### src/rtl/serial_adder.sv
// Digit-serial ripple adder/subtractor: DIGIT bits per clock, LSB first.
// start/busy/done handshake, registered carry, signed overflow flag.
module serial_adder #(
  parameter int WIDTH = 8,
  parameter int DIGIT = 1
) (
  input  logic             clk,
  input  logic             rst,
  input  logic             start,
  input  logic             SUB,
  input  logic [WIDTH-1:0] A,
  input  logic [WIDTH-1:0] B,
  input  logic             Ci,
  output logic [WIDTH-1:0] S,
  output logic             Co,
  output logic             V,
  output logic             busy,
  output logic             done
);

  localparam int STEPS = WIDTH / DIGIT;
  localparam int CW    = (STEPS > 1) ? $clog2(STEPS) : 1;

  typedef enum logic {IDLE, RUN} state_t;

  state_t           r_state;
  logic [WIDTH-1:0] r_a;
  logic [WIDTH-1:0] r_b;
  logic             r_c;
  logic [CW-1:0]    r_cnt;
  logic [WIDTH-1:0] r_s;
  logic             r_co;
  logic             r_v;
  logic             r_busy;
  logic             r_done;

  logic [DIGIT:0]   w_dsum;
  logic             w_cmsb;
  logic             w_last;
  logic [WIDTH-1:0] w_s_next;

  assign w_dsum = {1'b0, r_a[DIGIT-1:0]}
                + {1'b0, r_b[DIGIT-1:0]}
                + {{DIGIT{1'b0}}, r_c};
  // carry into the top bit of this digit, recovered from its sum bit
  assign w_cmsb = w_dsum[DIGIT-1]
                ^ r_a[DIGIT-1]
                ^ r_b[DIGIT-1];
  assign w_last = (r_cnt == CW'(STEPS - 1));

  generate
    if (STEPS > 1) begin : g_shift
      assign w_s_next = {w_dsum[DIGIT-1:0],
                         r_s[WIDTH-1:DIGIT]};
    end else begin : g_whole
      assign w_s_next = w_dsum[DIGIT-1:0];
    end
  endgenerate

  always_ff @(posedge clk) begin
    if (rst) begin
      r_state <= IDLE;
      r_a     <= '0;
      r_b     <= '0;
      r_c     <= 1'b0;
      r_cnt   <= '0;
      r_s     <= '0;
      r_co    <= 1'b0;
      r_v     <= 1'b0;
      r_busy  <= 1'b0;
      r_done  <= 1'b0;
    end else begin
      r_done <= 1'b0;
      unique case (r_state)
        IDLE: begin
          if (start) begin
            r_state <= RUN;
            r_a     <= A;
            r_b     <= B ^ {WIDTH{SUB}};
            r_c     <= Ci;
            r_cnt   <= '0;
            r_s     <= '0;
            r_co    <= 1'b0;
            r_v     <= 1'b0;
            r_busy  <= 1'b1;
          end
        end
        RUN: begin
          r_a   <= r_a >> DIGIT;
          r_b   <= r_b >> DIGIT;
          r_c   <= w_dsum[DIGIT];
          r_s   <= w_s_next;
          r_cnt <= r_cnt + CW'(1);
          if (w_last) begin
            r_state <= IDLE;
            r_co    <= w_dsum[DIGIT];
            r_v     <= w_cmsb ^ w_dsum[DIGIT];
            r_busy  <= 1'b0;
            r_done  <= 1'b1;
          end
        end
        default: r_state <= IDLE;
      endcase
    end
  end

  assign S    = r_s;
  assign Co   = r_co;
  assign V    = r_v;
  assign busy = r_busy;
  assign done = r_done;

endmodule

### config.mk
export PLATFORM = sky130hd
export DESIGN_NAME = serial_adder
export DESIGN_NICKNAME = d
export VERILOG_FILES = /design/src/rtl/serial_adder.sv
export SDC_FILE = /design/constraint.sdc
export NUM_CORES = 1
export LEC_CHECK = 0
export CORE_AREA = 2 2 59 61
export CTS_CLUSTER_SIZE = 8
export DETAILED_ROUTE_END_ITERATION = 10
export DIE_AREA = 0 0 61 63
export GPL_TIMING_DRIVEN = 1
export PLACE_DENSITY = 0.76
export SYNTH_ARGS = -nofsm -noshare
export SYNTH_HDL_FRONTEND = slang
export SYNTH_SLANG_ARGS = --single-unit
export TNS_END_PERCENT = 10
### constraint.sdc
create_clock -name clk -period 1.8 [get_ports clk]
set_input_delay 0.36 -clock clk [delete_from_list [all_inputs] [get_ports clk]]
set_output_delay 0.36 -clock clk [all_outputs]
set_load 0.005 [all_outputs]
==> results.md <==
- Outcome: finished, final reports clean
- Vias/cell: 5.072
- Final hold viol count: 0
- GP Congestion: 0.7887
- Met2 Use GR: 0.2836
- CP startpoint: S[4]$_SDFFE_PP0P_
- Syn Inst Count: 154
- Initial antenna violation count: 0
- Clk pin slew, worst setup/hold paths: 100 ps
- Seq cells post-synth: 33
- Hpwl dp: 2.153 mm
- Post-cts resize count: 0
- Clock Root Buffer: clkbuf_4
- CP cell instances: clkdlybuf4s50_1
- ANT nets after route: 0
- Final setup viols: 0
- Crit path capture type: output pin
- Syn Nets: 178
- Number of global-route vias before repair: 1,139
- Syn-to-layout area delta: 27.06%
- Total iterations of the first detailed-routing run: 4
- PD cells: 737.4 nW/um^2
- Hold path cells: 2
- Worst-path fanout max: 3
- Worst VDD drop: 0.0004170 V
- Total core area: 3232 um^2
- I/O Buffers: 32
- Clk sink count: 33
- Maximum clock rate: 0.6329 GHz
- Final Core Density: 0.5962
- Routed vias: 1,192
- Crit start category: register
- Worst skew pair latency: 340 ps
- Fin Clk Skew: 7.103 ps
- All-Layer GR Usage: 0.1660
- Die Y: 63 um
- Post-Syn Area: 1516 um^2
- Final worst path period need: 1580 ps
- R2R depth: 4
- DIE WIDTH: 61 um
- Critical path required time: 1440 ps
- Worst setup endpoint: S[4]
- Syn_area_per_cell: 9.847 um^2
- Antenna cells: 0
- Slowest cell on the critical path: clkdlybuf4s50_1
- Share of layout cells above drive strength 1: 0.1270
- Total Nets Final: 212
- Leak: 0.7621 nW
- Clock tree buffer depth: 2
- RR Endpoint: V$_SDFFE_PP0P_
- Family with the most delay on the worst path: buffers and inverters
- First-pass GRT wire length: 4.747 mm
- Critical path class: register to output pin
- Most frequent cells in the layout: dfxtp_1 (33), clkdlybuf4s50_1 (32), nor2_1 (25)
- Setup TNS: 0 ps
- Cell variety after synth: 23
- WL/cell: 12.22 um
- TritonCTS buffer count: 5
- Routed WL: 2.871 mm
- Pins Over Slew Limit: 0
- Starting Density: 0.4692
- Hold_buf cts: 0
- Yosys warnings: 0
- RR Startpoint: r_b[0]$_SDFFE_PP0P_
- Congestion Overflow GR: 0
- Slew headroom: 0.6533
- Die area: 3843 um^2
- Leading cell type in the layout, fill and taps excluded: dfxtp_1
- GRT met1 Usage: 0.1714
- Post-route clock period utilization: 0.8778
- Rows: 21
- Largest net degree at the start of global routing: 23
- Sequential area share after synthesis: 0.4356
- Crit path largest cell delay: 510 ps
- RSZ-0062 raised after global routing: false
- Postcts setup bufs: 0
- Stages on the worst setup path: 1
- Hold WC Path Type: register to register
- GRT busiest layer: met2
- Htree depth: 2
- CTS tree: done
- Number of max-cap violations: 0
- DRC errors left: 0
- Worst-Margin Slew: 519.4 ps
- Reg-to-reg slack, setup: 290 ps
- Arrival time worst endpoint: 1220 ps
- CP Buf/Inv Count: 1
- Drt first-iter violations: 46
- Num ports: 33
- GRT met3 Usage: 0.06832
synthesized netlist by cell type (all sizes together):
| cell type | count | area share |
|---|---|---|
| a211oi | 1 | 0.0082 |
| a21oi | 11 | 0.036 |
| a32o | 1 | 0.0066 |
| a32oi | 1 | 0.0058 |
| buf | 12 | 0.058 |
| clkbuf | 1 | 0.0025 |
| dfxtp | 33 | 0.44 |
| fa | 1 | 0.013 |
| ha | 2 | 0.016 |
| inv | 1 | 0.0025 |
| mux2 | 8 | 0.059 |
| mux2i | 18 | 0.12 |
| nand2 | 8 | 0.020 |
| nor2 | 25 | 0.062 |
| nor2b | 1 | 0.0041 |
| nor3b | 11 | 0.054 |
| o22ai | 7 | 0.029 |
| or2 | 1 | 0.0041 |
| xnor2 | 3 | 0.017 |
| xor2 | 8 | 0.046 |
cell type report:
class                   instances  area, um^2
flip-flops and latches         33       660.6
well taps                      46       57.56
fillers                       294        1305
clock inverters                 2       10.01
inverters                       1       3.754
multi-input cells             107       760.7
clock buffers                   6       41.29
repair buffers                 40       392.9
how the worst min path moves through the flow:
stage / slack [ps] / endpoint / startpoint
after detailed placement: 470 / r_b[1]$_SDFFE_PP0P_ / r_b[2]$_SDFFE_PP0P_
final: 480 / r_b[1]$_SDFFE_PP0P_ / r_b[2]$_SDFFE_PP0P_
after global placement: 460 / r_b[2]$_SDFFE_PP0P_ / r_b[3]$_SDFFE_PP0P_
after floorplan: 440 / done$_SDFF_PP0_ / rst
after CTS: 490 / r_b[1]$_SDFFE_PP0P_ / r_b[2]$_SDFFE_PP0P_
after global routing: 500 / r_b[0]$_SDFFE_PP0P_ / r_b[1]$_SDFFE_PP0P_
through the flow:
| stage | worst slack, ps | area, um^2 | hold slack (ps) | cells | total power, W |
|---|---|---|---|---|---|
| after floorplan | 404.4 | 1516 | 443.4 | 154 | 0.0009593 |
| after global placement | 181.9 | 1876 | 455.0 | 227 | 0.001032 |
| after detailed placement | 143.7 | 1876 | 472.1 | 227 | 0.001044 |
| after CTS | 200.7 | 1927 | 485.4 | 235 | 0.001438 |
| after global routing | 158.1 | 1927 | 504.1 | 235 | 0.001483 |
| final | 219.9 | 1927 | 482.5 | 235 | 0.001421 |
state kept, by name (all words and copies together) (netlist names):
| register | flops |
|---|---|
| V | 1 |
| r_c | 1 |
| r_a | 8 |
| S | 8 |
| r_state | 1 |
| r_cnt | 3 |
| done | 1 |
| r_b | 8 |
| busy | 1 |
| Co | 1 |
where the power goes:
group	total [W]	switching [W]	internal [W]
Sequential	0.000791	0.0000266	0.000764
Combinational	0.000235	0.000101	0.000134
Clock	0.000395	0.000247	0.000148
Total	0.00142	0.000374	0.00105
routing by layer:
metal,vias to the layer above,wire (um),part of all wire
met1,558,1165,0.41
met3,7,153,0.053
li1,596,-,-
met5,-,0,0
met4,0,63,0.022
met2,31,1488,0.52
logic make-up after synthesis:
group | after synthesis | share of synthesized area
buffers and inverters | 14 | 0.06269
AO/OA/AOI/OAI | 21 | 0.08581
multiplexers | 26 | 0.1782
AND/OR/NAND/NOR | 46 | 0.1444
flip-flops | 33 | 0.4356
XOR/XNOR | 11 | 0.06354
adder cells (fa/ha/maj) | 3 | 0.02970
Power figures use the tool's default switching activity.
